[config.mk]
export PLATFORM = sky130hd
export DESIGN_NAME = des_decrypt_iter_flat
export DESIGN_NICKNAME = d
export VERILOG_FILES = /design/src/rtl/des_pkg.sv /design/src/rtl/des_decrypt_iter_if.sv /design/src/rtl/des_perm.sv /design/src/rtl/des_round_f.sv /design/src/rtl/des_decrypt_iter.sv /design/src/flat_wrapper.sv
export SDC_FILE = /design/constraint.sdc
export NUM_CORES = 1
export LEC_CHECK = 0
export CAP_MARGIN = 20
export CORE_MARGIN = 5
export CORE_UTILIZATION = 45
export CTS_BUF_LIST = sky130_fd_sc_hd__clkbuf_4 sky130_fd_sc_hd__clkbuf_8
export DETAILED_ROUTE_END_ITERATION = 7
export PLACE_DENSITY = 0.66
export SETUP_SLACK_MARGIN = 0.4
export SLEW_MARGIN = 40
export SYNTH_ARGS = -nofsm -noshare
export SYNTH_HDL_FRONTEND = slang
export SYNTH_HIERARCHICAL = 1
export SYNTH_SLANG_ARGS = --single-unit
[constraint.sdc]
create_clock -name clk -period 8.7 [get_ports clk]
set_input_delay 1.74 -clock clk [delete_from_list [all_inputs] [get_ports clk]]
set_output_delay 1.74 -clock clk [all_outputs]
set_load 0.05 [all_outputs]
[src/rtl/des_pkg.sv]
// Shared DES tables, key-shift schedule and controller state encoding.
// Tables use FIPS 46-3 numbering: entries are 1-based source bit positions, bit 1 = MSB.
package des_pkg;

   typedef enum logic [1:0] {IDLE, ROUND, DONE} state_t;

   localparam int IP [64] = '{
      58, 50, 42, 34, 26, 18, 10,  2, 60, 52, 44, 36, 28, 20, 12,  4,
      62, 54, 46, 38, 30, 22, 14,  6, 64, 56, 48, 40, 32, 24, 16,  8,
      57, 49, 41, 33, 25, 17,  9,  1, 59, 51, 43, 35, 27, 19, 11,  3,
      61, 53, 45, 37, 29, 21, 13,  5, 63, 55, 47, 39, 31, 23, 15,  7};

   localparam int IP_INV [64] = '{
      40,  8, 48, 16, 56, 24, 64, 32, 39,  7, 47, 15, 55, 23, 63, 31,
      38,  6, 46, 14, 54, 22, 62, 30, 37,  5, 45, 13, 53, 21, 61, 29,
      36,  4, 44, 12, 52, 20, 60, 28, 35,  3, 43, 11, 51, 19, 59, 27,
      34,  2, 42, 10, 50, 18, 58, 26, 33,  1, 41,  9, 49, 17, 57, 25};

   localparam int PC1 [56] = '{
      57, 49, 41, 33, 25, 17,  9,  1, 58, 50, 42, 34, 26, 18,
      10,  2, 59, 51, 43, 35, 27, 19, 11,  3, 60, 52, 44, 36,
      63, 55, 47, 39, 31, 23, 15,  7, 62, 54, 46, 38, 30, 22,
      14,  6, 61, 53, 45, 37, 29, 21, 13,  5, 28, 20, 12,  4};

   localparam int PC2 [48] = '{
      14, 17, 11, 24,  1,  5,  3, 28, 15,  6, 21, 10, 23, 19, 12,  4,
      26,  8, 16,  7, 27, 20, 13,  2, 41, 52, 31, 37, 47, 55, 30, 40,
      51, 45, 33, 48, 44, 49, 39, 56, 34, 53, 46, 42, 50, 36, 29, 32};

   localparam int E [48] = '{
      32,  1,  2,  3,  4,  5,  4,  5,  6,  7,  8,  9,  8,  9, 10, 11,
      12, 13, 12, 13, 14, 15, 16, 17, 16, 17, 18, 19, 20, 21, 20, 21,
      22, 23, 24, 25, 24, 25, 26, 27, 28, 29, 28, 29, 30, 31, 32,  1};

   localparam int P [32] = '{
      16,  7, 20, 21, 29, 12, 28, 17,  1, 15, 23, 26,  5, 18, 31, 10,
       2,  8, 24, 14, 32, 27,  3,  9, 19, 13, 30,  6, 22, 11,  4, 25};

   // Each box is 4 rows of 16, so the flat index is {row, col}.
   localparam int SBOX [8][64] = '{
      '{14,  4, 13,  1,  2, 15, 11,  8,  3, 10,  6, 12,  5,  9,  0,  7,
         0, 15,  7,  4, 14,  2, 13,  1, 10,  6, 12, 11,  9,  5,  3,  8,
         4,  1, 14,  8, 13,  6,  2, 11, 15, 12,  9,  7,  3, 10,  5,  0,
        15, 12,  8,  2,  4,  9,  1,  7,  5, 11,  3, 14, 10,  0,  6, 13},
      '{15,  1,  8, 14,  6, 11,  3,  4,  9,  7,  2, 13, 12,  0,  5, 10,
         3, 13,  4,  7, 15,  2,  8, 14, 12,  0,  1, 10,  6,  9, 11,  5,
         0, 14,  7, 11, 10,  4, 13,  1,  5,  8, 12,  6,  9,  3,  2, 15,
        13,  8, 10,  1,  3, 15,  4,  2, 11,  6,  7, 12,  0,  5, 14,  9},
      '{10,  0,  9, 14,  6,  3, 15,  5,  1, 13, 12,  7, 11,  4,  2,  8,
        13,  7,  0,  9,  3,  4,  6, 10,  2,  8,  5, 14, 12, 11, 15,  1,
        13,  6,  4,  9,  8, 15,  3,  0, 11,  1,  2, 12,  5, 10, 14,  7,
         1, 10, 13,  0,  6,  9,  8,  7,  4, 15, 14,  3, 11,  5,  2, 12},
      '{ 7, 13, 14,  3,  0,  6,  9, 10,  1,  2,  8,  5, 11, 12,  4, 15,
        13,  8, 11,  5,  6, 15,  0,  3,  4,  7,  2, 12,  1, 10, 14,  9,
        10,  6,  9,  0, 12, 11,  7, 13, 15,  1,  3, 14,  5,  2,  8,  4,
         3, 15,  0,  6, 10,  1, 13,  8,  9,  4,  5, 11, 12,  7,  2, 14},
      '{ 2, 12,  4,  1,  7, 10, 11,  6,  8,  5,  3, 15, 13,  0, 14,  9,
        14, 11,  2, 12,  4,  7, 13,  1,  5,  0, 15, 10,  3,  9,  8,  6,
         4,  2,  1, 11, 10, 13,  7,  8, 15,  9, 12,  5,  6,  3,  0, 14,
        11,  8, 12,  7,  1, 14,  2, 13,  6, 15,  0,  9, 10,  4,  5,  3},
      '{12,  1, 10, 15,  9,  2,  6,  8,  0, 13,  3,  4, 14,  7,  5, 11,
        10, 15,  4,  2,  7, 12,  9,  5,  6,  1, 13, 14,  0, 11,  3,  8,
         9, 14, 15,  5,  2,  8, 12,  3,  7,  0,  4, 10,  1, 13, 11,  6,
         4,  3,  2, 12,  9,  5, 15, 10, 11, 14,  1,  7,  6,  0,  8, 13},
      '{ 4, 11,  2, 14, 15,  0,  8, 13,  3, 12,  9,  7,  5, 10,  6,  1,
        13,  0, 11,  7,  4,  9,  1, 10, 14,  3,  5, 12,  2, 15,  8,  6,
         1,  4, 11, 13, 12,  3,  7, 14, 10, 15,  6,  8,  0,  5,  9,  2,
         6, 11, 13,  8,  1,  4, 10,  7,  9,  5,  0, 15, 14,  2,  3, 12},
      '{13,  2,  8,  4,  6, 15, 11,  1, 10,  9,  3, 14,  5,  0, 12,  7,
         1, 15, 13,  8, 10,  3,  7,  4, 12,  5,  6, 11,  0, 14,  9,  2,
         7, 11,  4,  1,  9, 12, 14,  2,  0,  6, 10, 13, 15,  3,  5,  8,
         2,  1, 14,  7,  4, 10,  8, 13, 15, 12,  9,  0,  3,  5,  6, 11}};

   // SHIFT[n-1] is the left-shift count that produces subkey Kn.
   localparam int SHIFT [16] = '{1, 1, 2, 2, 2, 2, 2, 2, 1, 2, 2, 2, 2, 2, 2, 1};

   // Round rnd uses K(17-rnd); undoing its shift moves C/D back to K(16-rnd).
   function automatic logic shift_is_one(logic [4:0] rnd);
      logic [3:0] idx;
      idx = 4'(5'd16 - rnd);
      return SHIFT[idx] == 1;
   endfunction

endpackage

[src/rtl/des_decrypt_iter_if.sv]
// Ciphertext-in / plaintext-out handshake bundle for the iterative DES decryptor.
interface des_decrypt_iter_if;
   logic        in_valid;
   logic        in_ready;
   logic [1:64] ciphertext;
   logic [1:64] key;
   logic        out_valid;
   logic        out_ready;
   logic [1:64] plaintext;

   modport master (
      output in_valid, ciphertext, key, out_ready,
      input  in_ready, out_valid, plaintext
   );

   modport slave (
      input  in_valid, ciphertext, key, out_ready,
      output in_ready, out_valid, plaintext
   );
endinterface

[src/rtl/des_perm.sv]
// Fixed DES bit permutations shared with the encryption path: IP, IP inverse and PC1.
module Initial_Permutation
   import des_pkg::*;
(
   input  logic [1:64] block,
   output logic [1:64] permuted
);
   for (genvar i = 1; i <= 64; i++) begin : g_bit
      assign permuted[i] = block[IP[i-1]];
   end
endmodule

module IP_inv
   import des_pkg::*;
(
   input  logic [1:64] block,
   output logic [1:64] permuted
);
   for (genvar i = 1; i <= 64; i++) begin : g_bit
      assign permuted[i] = block[IP_INV[i-1]];
   end
endmodule

module Permuted_Choice_1
   import des_pkg::*;
(
   input  logic [1:64] key,
   output logic [1:56] cd
);
   // Parity bits take no part in the key schedule.
   logic unused_parity;
   assign unused_parity = ^{key[8], key[16], key[24], key[32], key[40], key[48], key[56], key[64]};

   for (genvar i = 1; i <= 56; i++) begin : g_bit
      assign cd[i] = key[PC1[i-1]];
   end
endmodule

[src/rtl/des_round_f.sv]
// DES round function f(R,K) = P(S1..S8(E(R) ^ K)), purely combinational.
module des_round_f
   import des_pkg::*;
(
   input  logic [1:32] r,
   input  logic [1:48] k,
   output logic [1:32] f
);
   logic [1:48] x;
   logic [1:32] s;

   for (genvar i = 1; i <= 48; i++) begin : g_e
      assign x[i] = r[E[i-1]] ^ k[i];
   end

   // Row from group bits 1 and 6, column from bits 2..5.
   for (genvar g = 0; g < 8; g++) begin : g_sbox
      logic [5:0] six;
      logic [5:0] idx;
      assign six = x[6*g+1 : 6*g+6];
      assign idx = {six[5], six[0], six[4:1]};
      assign s[4*g+1 : 4*g+4] = 4'(SBOX[g][idx]);
   end

   for (genvar i = 1; i <= 32; i++) begin : g_p
      assign f[i] = s[P[i-1]];
   end
endmodule

[src/rtl/des_decrypt_iter.sv]
// Iterative DES decryptor: one Feistel round per clock, key schedule walked K16 down to K1.
//  state | meaning
//  IDLE  | waiting for a block, in_ready high
//  ROUND | one round per clock, rnd = 1..16 uses subkey K(17-rnd)
//  DONE  | plaintext presented, held until the consumer takes it
module des_decrypt_iter
   import des_pkg::*;
(
   input logic               clk,
   input logic               rst,
   des_decrypt_iter_if.slave bus
);
   state_t      state_q, state_d;
   logic [1:32] l_q, r_q;
   logic [1:28] c_q, d_q;
   logic [4:0]  rnd_q;
   logic [1:64] pt_q;

   logic [1:64] ip_out, preout, ipinv_out;
   logic [1:56] pc1_out;
   logic [1:48] subkey;
   logic [1:32] f_out, r_next;
   logic [1:28] c_next, d_next;
   logic        shift_one;

   Initial_Permutation u_ip    (.block(bus.ciphertext), .permuted(ip_out));
   Permuted_Choice_1   u_pc1   (.key(bus.key), .cd(pc1_out));
   IP_inv              u_ipinv (.block(preout), .permuted(ipinv_out));
   des_round_f         u_f     (.r(r_q), .k(subkey), .f(f_out));

   for (genvar i = 1; i <= 48; i++) begin : g_pc2
      if (PC2[i-1] <= 28) begin : g_c
         assign subkey[i] = c_q[PC2[i-1]];
      end else begin : g_d
         assign subkey[i] = d_q[PC2[i-1]-28];
      end
   end

   assign r_next    = l_q ^ f_out;
   assign preout    = {r_next, r_q};
   assign shift_one = shift_is_one(rnd_q);

   // Right rotation undoes the encryption-side left shifts one round at a time.
   assign c_next = shift_one ? {c_q[28], c_q[1:27]} : {c_q[27:28], c_q[1:26]};
   assign d_next = shift_one ? {d_q[28], d_q[1:27]} : {d_q[27:28], d_q[1:26]};

   always_comb begin
      state_d       = state_q;
      bus.in_ready  = 1'b0;
      bus.out_valid = 1'b0;
      case (state_q)
         IDLE: begin
            bus.in_ready = 1'b1;
            if (bus.in_valid) state_d = ROUND;
         end
         ROUND: begin
            if (rnd_q == 5'd16) state_d = DONE;
         end
         DONE: begin
            bus.out_valid = 1'b1;
            if (bus.out_ready) state_d = IDLE;
         end
         default: state_d = IDLE;
      endcase
   end

   always_ff @(posedge clk) begin
      if (rst) begin
         state_q <= IDLE;
         l_q     <= '0;
         r_q     <= '0;
         c_q     <= '0;
         d_q     <= '0;
         rnd_q   <= '0;
         pt_q    <= '0;
      end else begin
         state_q <= state_d;
         if (state_q == IDLE && bus.in_valid) begin
            l_q   <= ip_out[1:32];
            r_q   <= ip_out[33:64];
            c_q   <= pc1_out[1:28];
            d_q   <= pc1_out[29:56];
            rnd_q <= 5'd1;
         end else if (state_q == ROUND) begin
            l_q <= r_q;
            r_q <= r_next;
            c_q <= c_next;
            d_q <= d_next;
            if (rnd_q == 5'd16) pt_q  <= ipinv_out;
            else                rnd_q <= rnd_q + 5'd1;
         end
      end
   end

   assign bus.plaintext = pt_q;

endmodule

[src/flat_wrapper.sv]
// flat-port wrapper written by rule: the top's interface ports become plain ports
module des_decrypt_iter_flat import des_pkg::*;
  (clk, rst, bus_in_valid, bus_ciphertext, bus_key, bus_out_ready, bus_in_ready, bus_out_valid, bus_plaintext);
  des_decrypt_iter_if bus_i ();
  input logic clk;
  input logic rst;
  input wire logic [$bits(bus_i.in_valid)-1:0] bus_in_valid;
  input wire logic [$bits(bus_i.ciphertext)-1:0] bus_ciphertext;
  input wire logic [$bits(bus_i.key)-1:0] bus_key;
  input wire logic [$bits(bus_i.out_ready)-1:0] bus_out_ready;
  output wire logic [$bits(bus_i.in_ready)-1:0] bus_in_ready;
  output wire logic [$bits(bus_i.out_valid)-1:0] bus_out_valid;
  output wire logic [$bits(bus_i.plaintext)-1:0] bus_plaintext;
  assign bus_i.in_valid = bus_in_valid;
  assign bus_i.ciphertext = bus_ciphertext;
  assign bus_i.key = bus_key;
  assign bus_i.out_ready = bus_out_ready;
  assign bus_in_ready = bus_i.in_ready;
  assign bus_out_valid = bus_i.out_valid;
  assign bus_plaintext = bus_i.plaintext;
  des_decrypt_iter u_core (.clk(clk), .rst(rst), .bus(bus_i));
endmodule
# == Yosys cells after proc, flatten, opt, wreduce, memory -nomap -nowiden ==
# Memory sizes are Yosys's and may differ from the RTL's.
# Cells that the tools add are included.
# word_totals
regBits,191
romBits,16896
input_bits,132
word_cells,141
mem_count,9
# mem_list
name,words,word_bits,read_ports,rd_ports_with_merged_regs,wr,line,text
(no name shown),64,32,1,0,0,des_round_f.sv:22,assign s[4*g+1 : 4*g+4] = 4'(SBOX[g][idx]);
(no name shown),64,32,1,0,0,des_round_f.sv:22,
(no name shown),64,32,1,0,0,des_round_f.sv:22,
(no name shown),64,32,1,0,0,des_round_f.sv:22,
(no name shown),64,32,1,0,0,des_round_f.sv:22,
(no name shown),64,32,1,0,0,des_round_f.sv:22,
3 more memories,--,--,--,--,--,--,
# classes
addsub,2
order_cmp,9
n_eq_ne,8
mux,37
bitwise,60
reduce_logical,8
# ops
cell,count
$mux W32,6
$mux W28,6
$mux W4,16
$ge A7 B7 Y1 const B,8
$not A6 Y7,8
$xor A1 B1 Y1,48
$eq A32 B2 Y1 const B,1
$xor A32 B32 Y32,1
$mux W2,3
$ne A2 B2 Y1 const B,3
$pmux W2 S3,1
$reduce_and A3 Y1,2
$add A5 B1 Y5 const B,1
$eq A5 B5 Y1 const B,1
$ge A5 B5 Y1 const B,1
$mux W1,5
$not A4 Y5,1
$reduce_and A2 Y1,2
$sub A1 B4 Y4 const A,1
$eq A2 B1 Y1 const B,1
$eq A2 B2 Y1 const B,1
$logic_not A2 Y1,1
$ne A2 B1 Y1 const B,1
$not A1 Y1,2
3 further kinds,3

# == Longest topological paths before layout ==
# depth
ltp_word,9
ltp_mapped,12

# == Hierarchy ==
# Netlist, hierarchy kept.
# modules_own_cells
mod,instances,cells_each,area_each_um2,seq_area_each_um2
des_decrypt_iter,1,1404,10681.5,3823.7
des_round_f,1,675,5236.3,0.0
IP_inv,1,64,480.5,0.0
Initial_Permutation,1,64,480.5,0.0
Permuted_Choice_1,1,56,420.4,0.0

# == Worst setup path after synthesis ==
# No wires, ideal clock.
# synth_path
path_kind,register to register
startpoint,register u_core/c_q[24] (netlist name)
endpoint,register u_core/r_q[31] (netlist name)
arrival_ps,2928
t_required_ps,8635
path_slack_ps,5707
path_stages_with_launch,12
path_buffers,1
cell_sequence,dfxtp_1 > xor2_1 > ha_1 > clkbuf_1 > mux4_2 > nor2b_1 > a311o_1 > o31ai_1 > xor2_1 > nor2_1 > o31a_1 > nor2_1
# synth_between
elab_chain_len,8
# synth_lines
item,line,text
start: declaration,des_decrypt_iter.sv:15,"logic [1:28] c_q, d_q;"
start signal: assignment,des_decrypt_iter.sv:81,c_q <= pc1_out[1:28];
start signal: assignment,des_decrypt_iter.sv:87,c_q <= c_next;
$xor A1 B1 Y1,des_round_f.sv:13,assign x[i] = r[E[i-1]] ^ k[i];
$not A6 Y7 (not written as such),des_round_f.sv:22,
$mem_v2 Z64 W32,--,
$mux W4 (not written as such) (2 in a row),des_round_f.sv:22,
"net u_core.f_out, one bit",des_decrypt_iter.sv:22,"logic [1:32] f_out, r_next;"
$xor A32 B32 Y32,des_decrypt_iter.sv:39,assign r_next = l_q ^ f_out;
"net u_core.r_next, one bit",des_decrypt_iter.sv:22,
$mux W32,des_decrypt_iter.sv:84,end else if (state_q == ROUND) begin
$mux W32,des_decrypt_iter.sv:78,if (state_q == IDLE && bus.in_valid) begin
end signal: assignment,des_decrypt_iter.sv:80,r_q <= ip_out[33:64];
end signal: assignment,des_decrypt_iter.sv:86,r_q <= r_next;
end: declaration,des_decrypt_iter.sv:14,"logic [1:32] l_q, r_q;"
# The timed path passes the listed nets, and every way through them passes these cells. The select of a mux whose other input is x is not followed.
# A chain may end at the register's enable or synchronous reset.

# == Worst setup path after layout ==
# layout_path
startpoint,register u_core.state_q[1]
endpoint,output bus_out_valid
# layout_between
elab_chain_len,2
# layout_lines
item,line,text
start: declaration,des_decrypt_iter.sv:13,"state_t state_q, state_d;"
start signal: assignment,des_decrypt_iter.sv:77,state_q <= state_d;
$eq A2 B2 Y1,des_decrypt_iter.sv:51,case (state_q)
$mux W1,des_decrypt_iter.sv:51,
end: declaration,flat_wrapper.sv:12,output wire logic [$bits(bus_i.out_valid)-1:0] bus_out_valid;
# Every way passes these cells.

==> results by group <==
Layout
  • Area grow syn2layout: 7.28%
  • Post-Layout Cell Count: around 2700
  • Nets: 2339
  • Most common cell after layout, fill and taps aside: nor2_1
  • Number of diodes: 0
  • Fraction of layout cells with a size suffix above 1: just under 7%
  • Most frequent cells in the layout: nor2_1, a21oi_1, nand2_1
  • Util after Layout: about half

Clocking
  • H-tree depth: 4
  • Post-CTS setup buffers: 0
  • Post-CTS Hold Buffers: 0
  • CTS Sinks: about 190
  • Clock latency on the worst-skew pair: a little over 0.5 ns
  • Clock buffer depth: 2
  • Total CTS buffers: 17
  • CTS root buf: clkbuf_8
  • Clock slew seen by the registers of the worst setup and hold paths: 0.11 ns
  • CTS tree: done
  • Resized Gates After CTS: 0

Synth
  • #FFs+latches synth: around 190
  • Synth warn: 6
  • Top_reg_cell synth: dfxtp_1
  • Cells after synthesis: 2263
  • Post-synth cell types: 72
  • Avg Cell Area, Syn: approximately 7.6 um^2
  • Cell Area, Synth: 17300 um^2
  • Post-synth EDFFs: 0
  • Mapped Nets: between 2000 and 2500
  • Synth async-reset ratio: 0%
  • Seq/Total Area, Yosys: between 20 and 25%

Floorplanning
  • Die W: ~210 um
  • Starting Density: around 46%
  • Die area: approximately 42000 um^2
  • Core area: 37800 um^2
  • Top-level I/O count: around 200
  • # rows: 71
  • Die Y: between 200 and 250 um

Critical path
  • CP startpoint: u_core/state_q[1]
  • R2r endpoint: u_core/r_q[20]
  • Reg2reg start: u_core/r_q[16]
  • Critical Path AT: 2.49 ns
  • CP endpoint kind: primary output
  • CP required: between 6 and 7 ns
  • Setup CP Type: reg2out
  • Element type at the critical path start: flop
  • Crit path capture: bus_out_valid
  • Worst R2R Setup Slack: slightly above 5 ns
  • Critical-path maximum fanout: 35
  • Reg2Reg Depth: 11

Run status
  • Outcome: complete, no violations

Power
  • Pwr Density: 256 nW/um^2
  • Worst ir drop on vdd: 0.138 mV
  • Pleak: between 0.007 and 0.008 uW

GRT
  • Initial antenna violation count: 1
  • Vias in the first global route: 14565
  • GRT Total Usage: approximately a quarter
  • Overflow after GRT: 0
  • First-pass GRT wire length: 82700 um
  • Largest net degree at the start of global routing: around 190

Detailed routing
  • Antenna violation net count after detailed routing: 0
  • Detailed-route via count: 15852
  • WL final: 53200 um
  • 1st-pass router iterations: 7
  • Post-DR vias/cell: just under 6
  • DRC: 0
  • Wire length per cell: approximately 20 um
  • Initial DRC count: about 1700

Timing
  • Hold Vio Cnt, Final: 0
  • Final Skew: approximately 0.021 ns
  • Fin crit share: about half
  • Slew Limit Headroom: roughly 43%
  • Final setup fails: 0
  • Min Tclk post-route: approximately 4.2 ns
  • Fin Setup TNS: 0 ns
  • FMAX: about 0.24 GHz
  • Tightest Pin Transition: 0.839 ns
  • RSZ-0062 raised after global routing: no
  • Final Max Slew Viols: 0

Placement
  • # port buffers: between 150 and 200
  • Inst Count DP: 2631
  • Global placement routability congestion: approximately 0.91
  • DP Wirelength: between 30000 and 40000 um

Run
  • Max-Cap Viols: 0

Min path
  • Hold Crit Class: reg2reg
how the worst min path moves through the flow:
stage                        startpoint                  endpoint  slack (ns)  cells after the start
2_1_floorplan            u_core/l_q[10]            u_core/l_q[10]        0.48                      2
3_3_place_gp   u_core/bus.plaintext[13]  u_core/bus.plaintext[13]        0.44                      2
3_5_place_dp   u_core/bus.plaintext[41]  u_core/bus.plaintext[41]        0.45                      2
4_1_cts        u_core/bus.plaintext[41]  u_core/bus.plaintext[41]        0.46                      2
5_1_grt        u_core/bus.plaintext[26]  u_core/bus.plaintext[26]        0.48                      2
6_report       u_core/bus.plaintext[21]  u_core/bus.plaintext[21]        0.46                      2
flip-flops by register name, summed over array words and instances, names as in the netlist:
register	count
u_core/l_q	32
u_core/c_q	28
u_core/d_q	28
u_core/r_q	32
u_core/rnd_q	5
u_core/state_q	2
u_core/bus.plaintext	64
worst max-delay path: stages, from the launching register on:
cell,delay (ns)
dfxtp_2,0.87
nor2b_1,0.27
clkdlybuf4s50_1,0.84
stage by stage:
stage                     cell area [um^2]  hold WS [ns]  power (uW)  worst slack [ns]
final                                18600         0.457        4760              4.47
after global routing                 18600         0.475        5090              4.37
after CTS                            18500         0.462        4710              4.45
after detailed placement             18100         0.447        4060              4.50
after global placement               17900         0.444        3980              4.44
after floorplan                      17300         0.480        3620              5.71
layer usage:
layer	wire (um)	vias to the layer above	global-route usage, %
met2	23200	689	36.4
met3	4590	50	4.39
met5	0	-	0
met4	1040	0	6.11
met1	24400	7581	35.9
li1	-	7532	-
final cells by class:
cell class	count	area [um^2]
Inverter	47	176
Clock buffer	19	262
Multi-Input combinational cell	1666	11400
Sequential cell	191	3830
Clock inverter	12	146
Fill cell	3779	19300
Tap cell	511	639
Timing Repair Buffer	217	2140
cell families after synthesis:
family / Yosys count / share of synthesized area, %
mux: 65 / 6.07
fa+ha+maj: 69 / 4.96
buf+inv: 406 / 13.6
simple gates: 786 / 22.1
flops: 191 / 22.1
compound gates: 615 / 23.9
xor+xnor: 131 / 7.24
report_power, final:
group / switching (uW) / internal, uW / leakage, uW / total [uW]
clock network: 362 / 277 / 0.000203 / 639
logic: 1720 / 1210 / 0.00528 / 2930
registers: 228 / 962 / 0.00156 / 1190
Yosys cell counts (8+ instances only):
cell	instances	area share [%]
a211oi_1	25	1.1
mux2i_1	31	1.8
ha_1	67	4.8
a2bb2oi_1	53	2.7
nor2_1	264	5.7
nor2b_1	83	3.0
inv_1	41	0.89
a21oi_1	247	7.1
buf_1	8	0.17
o31a_1	32	1.6
buf_4	201	8.7
nand2b_1	11	0.40
or3b_1	52	2.6
a21o_1	55	2.4
xor2_1	73	3.7
a31oi_1	8	0.29
clkbuf_1	94	2.0
nor3b_1	54	2.3
o32ai_1	52	2.6
o211ai_1	28	1.2
o21ai_0	39	1.1
xnor2_1	47	2.4
nand3_1	18	0.52
dfxtp_1	191	22
o31ai_1	8	0.35
nand2_1	219	4.8
buf_2	55	1.6
mux4_2	25	3.3
nor3_1	59	1.7
No activity file was read; power rests on OpenSTA's default activity.
